[src/rtl/req_encoder.sv]
// Sequential 8-to-3 request encoder: accepts a request vector, then streams the index of each set bit, lowest first.
// Optional ZERO_FLAG_EN: an accepted all-zero vector produces a single beat flagged by o_zero instead of being dropped.
module req_encoder (
  input  logic       i_clk,
  input  logic       i_rst,
  input  logic       i_in_valid,
  output logic       o_in_ready,
  input  logic [7:0] i_in,
  output logic       o_out_valid,
  input  logic       i_out_ready,
  output logic [2:0] o_y,
  output logic       o_last,
  output logic       o_zero
);

  typedef enum logic {IDLE, EMIT} state_t;

  state_t     r_state;
  state_t     w_nextState;
  logic [7:0] r_pending;
  logic [7:0] w_nextPending;
  logic [2:0] w_lowIdx;
  logic       w_single;
  logic       w_last;

  always_ff @(posedge i_clk) begin
    if (i_rst) begin
      r_state   <= IDLE;
      r_pending <= '0;
    end else begin
      r_state   <= w_nextState;
      r_pending <= w_nextPending;
    end
  end

`ifdef ZERO_FLAG_EN
  logic r_zero;

  // Remembers that the current EMIT beat stands for an all-zero vector.
  always_ff @(posedge i_clk) begin
    if (i_rst) begin
      r_zero <= 1'b0;
    end else if (r_state == IDLE && i_in_valid && i_in == 8'd0) begin
      r_zero <= 1'b1;
    end else if (r_state == EMIT && i_out_ready) begin
      r_zero <= 1'b0;
    end
  end
`endif

  // Index and last-flag come from the registered pending vector only.
  always_comb begin
    w_lowIdx = 3'd0;
    for (int i = 7; i >= 0; i--) begin
      if (r_pending[i]) w_lowIdx = 3'(i);
    end
    w_single = (r_pending != 8'd0) && ((r_pending & (r_pending - 8'd1)) == 8'd0);
`ifdef ZERO_FLAG_EN
    w_last = w_single || r_zero;
`else
    w_last = w_single;
`endif
  end

  always_comb begin
    w_nextState   = r_state;
    w_nextPending = r_pending;
    case (r_state)
      IDLE: begin
        if (i_in_valid) begin
          w_nextPending = i_in;
`ifdef ZERO_FLAG_EN
          w_nextState = EMIT;
`else
          if (i_in != 8'd0) w_nextState = EMIT;
`endif
        end
      end
      EMIT: begin
        if (i_out_ready) begin
          w_nextPending = r_pending & (r_pending - 8'd1);
          if (w_last) w_nextState = IDLE;
        end
      end
      default: w_nextState = IDLE;
    endcase
  end

  always_comb begin
    o_in_ready  = (r_state == IDLE);
    o_out_valid = (r_state == EMIT);
    o_y         = (r_state == EMIT) ? w_lowIdx : 3'd0;
    o_last      = (r_state == EMIT) && w_last;
`ifdef ZERO_FLAG_EN
    o_zero      = (r_state == EMIT) && r_zero;
`else
    o_zero      = 1'b0;
`endif
  end

endmodule

[config.mk]
export PLATFORM = sky130hd
export DESIGN_NAME = req_encoder
export DESIGN_NICKNAME = d
export VERILOG_FILES = /design/src/rtl/req_encoder.sv
export SDC_FILE = /design/constraint.sdc
export NUM_CORES = 1
export LEC_CHECK = 0
export CORE_AREA = 2 2 54 56
export CTS_CLUSTER_DIAMETER = 150
export DETAILED_ROUTE_END_ITERATION = 7
export DIE_AREA = 0 0 56 58
export PLACE_DENSITY = 0.46
export SYNTH_ARGS = -nofsm -noshare
export SYNTH_HDL_FRONTEND = slang
export SYNTH_SLANG_ARGS = --single-unit
[constraint.sdc]
create_clock -name i_clk -period 1.7 [get_ports i_clk]
set_input_delay 0.34 -clock i_clk [delete_from_list [all_inputs] [get_ports i_clk]]
set_output_delay 0.34 -clock i_clk [all_outputs]
set_load 0.005 [all_outputs]
**Yosys cells after proc, flatten, opt, wreduce, memory -nomap -nowiden**

Cells that the tools add are included.

- Register bits after elaboration: 9
- Output and inout bits: 7
- Input port bits: 12

- Eq/ne operators: 2
- Mux-type cells: 17
- Bitwise gates (word level): 2
- Reductions and logical operators: 6
- Add/subtract/negate cells: 1

Operator list:

| operator | number |
|---|---|
| $mux W3 | 9 |
| $mux W8 | 2 |
| $pmux W8 S2 | 1 |
| $reduce_bool A8 Y1 | 2 |
| $and A8 B8 Y8 | 1 |
| $logic_not A8 Y1 | 1 |
| $sub A8 B1 Y8 const B | 1 |
| $mux W1 | 4 |
| $ne A2 B2 Y1 const B | 2 |
| $logic_and A1 B1 Y1 | 2 |
| $pmux W1 S2 | 1 |
| $reduce_and A2 Y1 | 1 |
| $not A1 Y1 | 1 |

**Logic depth before layout (Yosys ltp)**

Gate-level depths: netlist of run 1.

- Word-level depth: 9
- Gate-level depth with buffers: 6
- Depth with buffers taken out: 4

**Worst setup path before layout of run 1**

OpenSTA, ideal clock, no wires.

- Kind: reg2out
- Start point: reg r_pending[5]
- End point: out o_last
- Arrival: 1456 ps
- Stages on the path, launching flop included: 6
- Setup slack: -96 ps
- Buffers on the path: 1
- Path through: dfxtp_1 > buf_6 > or4_4 > a211oi_2 > o31ai_1 > and3_2

- Longest elaborated chain between the ends: 5

Ends and longest elaborated chain:

| element | RTL line | RTL |
|---|---|---|
| from (decl) | 20 | `logic [7:0] r_pending;` |
| from (signal assigned) | 32 | `r_pending <= w_nextPending;` |
| $sub A8 B1 Y8 | 57 | `w_single = (r_pending != 8'd0) && ((r_pending & (r_pending - 8'd1)) == 8'd0);` |
| $and A8 B8 Y8 | 57 |  |
| $logic_not A8 Y1 | 57 |  |
| $logic_and A1 B1 Y1 * | 57 |  |
| $logic_and A1 B1 Y1 * | 93 | `o_last = (r_state == EMIT) && w_last;` |
| to (decl) | 12 | `output logic o_last,` |

Every way passes the cells marked *; elsewhere a longest branch is shown, timed or not.

**Worst setup path after layout of run 1**

Ends and elaborated chain as after synthesis.

==> results of run 1 <==
==> synthesized netlist by cell type, drive strengths merged, types with 2 or more instances <==
cell type	number	area [um2]
buf	6	46.3
nand2	11	41.3
nor2	7	26.3
nor3	6	30.0
nor2b	4	25.0
nor3b	2	15.0
o21ai	7	35.0
nor4	3	25.0
a21oi	14	70.1
inv	3	11.3
nand2b	2	12.5
or4	2	18.8
and3	2	15.0
dfxtp	9	180
==> per-layer routing <==
layer	up-vias	GRT usage
li1	401	-
met1	339	0.170
met2	18	0.218
met3	4	0.0223
met4	0	0.0510
met5	-	0
==> worst max path at each step <==
| stage | startpoint | endpoint | slack, ps | cells after the start |
|---|---|---|---|---|
| 6_report | r_pending[5]$_SDFFE_PP0P_ | o_last | -370 | 5 |
| 2_1_floorplan | r_pending[6]$_SDFFE_PP0P_ | o_last | 20 | 4 |
| 3_3_place_gp | r_pending[4]$_SDFFE_PP0P_ | o_last | -410 | 5 |
| 3_5_place_dp | r_pending[4]$_SDFFE_PP0P_ | o_last | -420 | 5 |
| 4_1_cts | r_pending[5]$_SDFFE_PP0P_ | o_last | -420 | 5 |
| 5_1_grt | r_pending[5]$_SDFFE_PP0P_ | o_last | -430 | 5 |
==> cell usage in the layout, fill, tap and decap left out, types with 2 or more instances in the layout <==
cell             Yosys  final
dfxtp_1              9      5
inv_1                3      3
a21oi_1             14     13
buf_6                1      2
dfxtp_2              0      3
nand2_1             11     11
nand2b_1             2      2
clkdlybuf4s50_1      0     13
nor2b_1              4      3
o21ai_0              7      7
buf_4                4     24
nor2_1               7      6
nor3b_1              2      2
clkbuf_4             0      3
buf_2                1      2
nor4_1               2      2
nor3_1               6      6
==> final cells by class <==
class / count / area [um2]
Tap cell: 31 / 38.8
Sequential cell: 9 / 188
Fill cell: 288 / 1610
Timing Repair Buffer: 42 / 348
Multi-Input combinational cell: 71 / 437
Clock buffer: 4 / 26.3
Inverter: 3 / 11.3
==> cells by family after synthesis <==
kind of cell,count (synthesis),synth area share
simple gates,40,0.330
compound gates,30,0.297
flops,9,0.278
buf+inv,9,0.0888
other cells,1,0.00579
==> state kept, by name (all words and copies together), names as in the netlist <==
register / count
o_out_valid: 1
r_pending: 8
==> through the flow <==
step / instance area (um2) / total power [mW] / util / cells
global route: 1050 / 0.773 / 0.394 / 160
CTS: 1040 / 0.723 / 0.391 / 159
global placement: 977 / 0.529 / 0.367 / 152
detailed placement: 977 / 0.531 / 0.367 / 152
finish: 1050 / 0.717 / 0.394 / 160
floorplan: 657 / 0.391 / - / 89
==> where the power goes <==
| group | total [mW] | leakage [nW] | switching, mW | internal (mW) |
|---|---|---|---|---|
| Clock | 0.168 | 0.0150 | 0.0770 | 0.0906 |
| Combinational | 0.304 | 0.341 | 0.127 | 0.177 |
| Sequential | 0.245 | 0.0757 | 0.0175 | 0.228 |
| Total | 0.717 | 0.431 | 0.222 | 0.495 |
==> repair_timing <==
item	4_1_cts	5_1_grt
setup endpoints to repair	4	7
hold buffers	0	0
setup buffers	3	2
pin swaps	8	6
gates resized for setup	22	5
==> worst max-delay path, delay by kind of cell (launching register included) <==
kind,cells,cell delay (ps)
and+or+nand+nor,2,710
DFF,1,320
AOI/OAI and AO/OA,2,320
buffers and inverters,1,110
==> flow_summary.toml, run 1 <==
[die]
io_pins = 19
dieArea_um2 = 3250
start_util = 0.243
core_area_um2 = 2660
die_h_um = 58
num_rows = 19
die_w_um = 56

[cts]
cts_tree = "done"
clk_root_buffer_cell = "clkbuf_4"
cts_buffers = 3
clockBufferDepth = 2
clock-sinks = 9
htreeDepth = 1
clk_pin_slew_ps = 60
insertion_delay_ps = 270

[synthesis]
synth_warnings = 0
syn_area_um2 = 648
ys_types = 29
synth_area_per_cell_um2 = 7.28
ys_seq_elements = 9
ys_seq_area_frac = 0.278
synthArstFlopShare = 0
syn_inst = 89
syn_nets = 101
synth_edf_count = 0
synth_ff_type = "dfxtp_1"

[status]
violations = "setup timing"
status = "finished, violations left"

[worst_setup_path]
reg2reg_from = "r_pending[5]$_SDFFE_PP0P_"
crit_chain = "or4_4 -> a211oi_2 -> o31ai_2 -> and3_4 -> buf_6"
rrSetupSlack_ps = 120
timing.rr.end = "o_out_valid$_SDFF_PP0_"
end_kind = "output port"
crit_fanout = 2
arrival_ps = 1730
cp_data_required_time_ps = 1360
start_kind = "flop"
crit_path_top_delay_cell = "or4_4"
critPathKind = "flop to output port"
cp_slowest_stage_delay_ps = 530
r2r.worst_path.cells = 5

[hold_path]
hold_path.class = "flop to flop"
hold_depth = 2
min_to = "r_pending[3]$_SDFFE_PP0P_"
worstHoldStart = "r_pending[3]$_SDFFE_PP0P_"

[routing]
dr_wl_met3_um = 86
ant_nets = 0
top_layer = "met4"
wl_met1_um = 892
vias = 762
totalWireLength_um = 1900
remaining_drc_errors = 0
wl_per_cell_um = 11.9
wl_met2_um = 895
viasPerCell = 4.76
initialDrtViolationCount = 8
first_pass_iters = 4

[final_layout]
drive_gt1_frac = 0.357
nets = 142
antenna_cells = 0
syn_to_final_growth_pct = 61.8

[timing]
hold_ws_ps = 522
rsz0062_at_grt = "true"
min_period_over_period = 1.21
finalSetupViolCount = 3
maxSlewViolCount = 0
timing.fmax_ghz = 0.484
finalHoldViolCount = 0
finalClockSkew_ps = 7.28
fin_ws_ps = -365
setup_tns_ps = -515
fin_crit_ps = 2070

[grt]
grt_overflow_total = 0
grt_max_degree = 11
grt_pass1_vias = 766
grtUsageTotal = 0.131
grt_first_pass_wirelength_um = 3370
antenna_found_initial = 0

[place]
port_buffers = 17
place_congestion = 0.723
dp_hpwl_um = 1550
pre_cts_slack_ps = -425

[power]
cellPowerDensity_nw_per_um2 = 684
leakagePower_nw = 0.431
ir_drop_mv = 0.398

[flow_run]
maxCapViolCount = 0
No activity file was read; power rests on OpenSTA's default activity.
==> run 2: changes to the inputs <==
--- a/config.mk
+++ b/config.mk
@@ -9,7 +9,7 @@
 export CTS_CLUSTER_DIAMETER = 150
 export DETAILED_ROUTE_END_ITERATION = 7
 export DIE_AREA = 0 0 56 58
-export PLACE_DENSITY = 0.46
+export PLACE_DENSITY = 0.44
 export SYNTH_ARGS = -nofsm -noshare
 export SYNTH_HDL_FRONTEND = slang
 export SYNTH_SLANG_ARGS = --single-unit
==> constraint.sdc (replaced) <==
create_clock -name i_clk -period 2.2 [get_ports i_clk]
set_input_delay 0.44 -clock i_clk [delete_from_list [all_inputs] [get_ports i_clk]]
set_output_delay 0.44 -clock i_clk [all_outputs]
set_load 0.005 [all_outputs]
==> run 2 against run 1 <==
The run now ends clean. Routed wire length decreased by 3.4%. Critical endpoint unchanged. Largest power group unchanged. Clock power shrank 22%. Total power down 27%. Clock skew increased by 2.5 ps. Clock-buffer cell count stayed put.
==> flow_summary.toml, run 2 (synthesis gave the netlist of run 1 again) <==
[cts]
cts_buffers = 3
hold_buffers = 0
clk_pin_slew_ps = 60
cts_tree = "done"
htreeDepth = 1
clock-sinks = 9
insertion_delay_ps = 260
clk_root_buffer_cell = "clkbuf_4"
clockBufferDepth = 2

[die]
die_h_um = 58
die_w_um = 56
start_util = 0.243
io_pins = 19
num_rows = 19
dieArea_um2 = 3250
core_area_um2 = 2660

[final_layout]
regMostFlops = "r_pending"
layout_common_cells = "a21oi_1, clkdlybuf4s50_1, buf_4, nand2_1"
syn_to_final_growth_pct = 47.3
fill_cells = 308
seq_area_um2 = 188
final_cell_area_um2 = 955
nets = 130
largest_reg_flops = 8
multi_input_area_um2 = 428
antenna_cells = 0
fin_util = 0.359
drive_gt1_frac = 0.239
layout_commonest_cell = "a21oi_1"

[hold_path]
hold_depth = 2
min_to = "r_pending[4]$_SDFFE_PP0P_"
hold_path.class = "flop to flop"
worstHoldStart = "r_pending[4]$_SDFFE_PP0P_"

[timing]
rsz0062_at_grt = "true"
finalSetupViolCount = 0
fin_crit_ps = 2150
fin_ws_ps = 54.9
timing.fmax_ghz = 0.466
maxSlewViolCount = 0
finalClockSkew_ps = 9.82
setup_tns_ps = 0
min_period_over_period = 0.975
finalHoldViolCount = 0

[routing]
vias = 726
first_pass_iters = 4
ant_nets = 0
wl_per_cell_um = 12.4
totalWireLength_um = 1830
viasPerCell = 4.91
remaining_drc_errors = 0
initialDrtViolationCount = 17

[place]
pre_cts_slack_ps = -31.1
port_buffers = 17
dp_hpwl_um = 1480
place_congestion = 0.713
place_area_um2 = 886

[grt]
grt_pass1_vias = 686
grt_overflow_total = 0
antenna_found_initial = 0
busiest_layer = "met2"
grtUsageTotal = 0.128
grt_use_met3 = 0.0268
use_met2 = 0.198
grt_first_pass_wirelength_um = 3150
grt_max_degree = 12
grtUsageMet1 = 0.169

[worst_setup_path]
crit_chain = "or4_4 -> a211oi_2 -> o31ai_2 -> and3_4 -> clkbuf_2"
cp_slowest_stage_delay_ps = 540
rrSetupSlack_ps = 610
reg2reg_from = "r_pending[2]$_SDFFE_PP0P_"
end_kind = "output port"
cp_data_required_time_ps = 1760
cp-startpoint = "r_pending[5]$_SDFFE_PP0P_"
critPathKind = "flop to output port"
start_kind = "flop"
crit_fanout = 2
crit_path_top_delay_cell = "or4_4"
r2r.worst_path.cells = 6
timing.rr.end = "r_pending[6]$_SDFFE_PP0P_"
arrival_ps = 1710

[power]
leakagePower_nw = 0.392
cellPowerDensity_nw_per_um2 = 548
power_mw = 0.523
ir_drop_mv = 0.240

[flow_run]
maxCapViolCount = 0

[status]
status = "finished, final reports clean"
[run 2: worst max-delay path by stage]
stage | slack [ps] | endpoint | cells past startpoint
floorplan | 300 | o_last | 5
detailed placement | -30 | o_last | 5
CTS | -30 | o_last | 5
finish | 50 | o_last | 5
global placement | -30 | o_last | 5
global route | -10 | o_last | 5
[run 2: worst max-delay path: cells and delay by family, from the launching register on]
family | cells | cell delay, ps
AND/OR/NAND/NOR | 2 | 710
flip-flops | 1 | 310
AO/OA/AOI/OAI | 2 | 330
buffers and inverters | 1 | 100
[run 2: what timing repair did]
action / 4_1_cts / 5_1_grt
pin swaps: 5 / 3
buffers inserted: 3 / 0
resized for setup: 11 / 3
setup endpoints to repair: 3 / 2
[run 2: routing by layer]
layer,part of all wire,up-vias
li1,-,374
met3,0.033,4
met4,0.015,0
met1,0.49,333
met2,0.46,15
met5,0,-
[run 2: stage by stage]
step | hold slack (ps) | instances
after floorplan | 515 | 89
after global placement | 560 | 141
after detailed placement | 560 | 141
after CTS | 533 | 148
after global routing | 549 | 148
final | 536 | 148
[run 2: cell type report]
type / count / share of cell area
Inverter: 3 / 0.0118
Tap cell: 31 / 0.0406
Timing Repair Buffer: 30 / 0.275
Sequential cell: 9 / 0.197
Multi-Input combinational cell: 71 / 0.448
Clock buffer: 4 / 0.0275
[run 2: power by group]
part	internal, mW	total, mW	switching, mW	leakage, nW
logic	0.113	0.201	0.0881	0.301
registers	0.176	0.191	0.0159	0.0759
clock network	0.0699	0.131	0.0611	0.0150
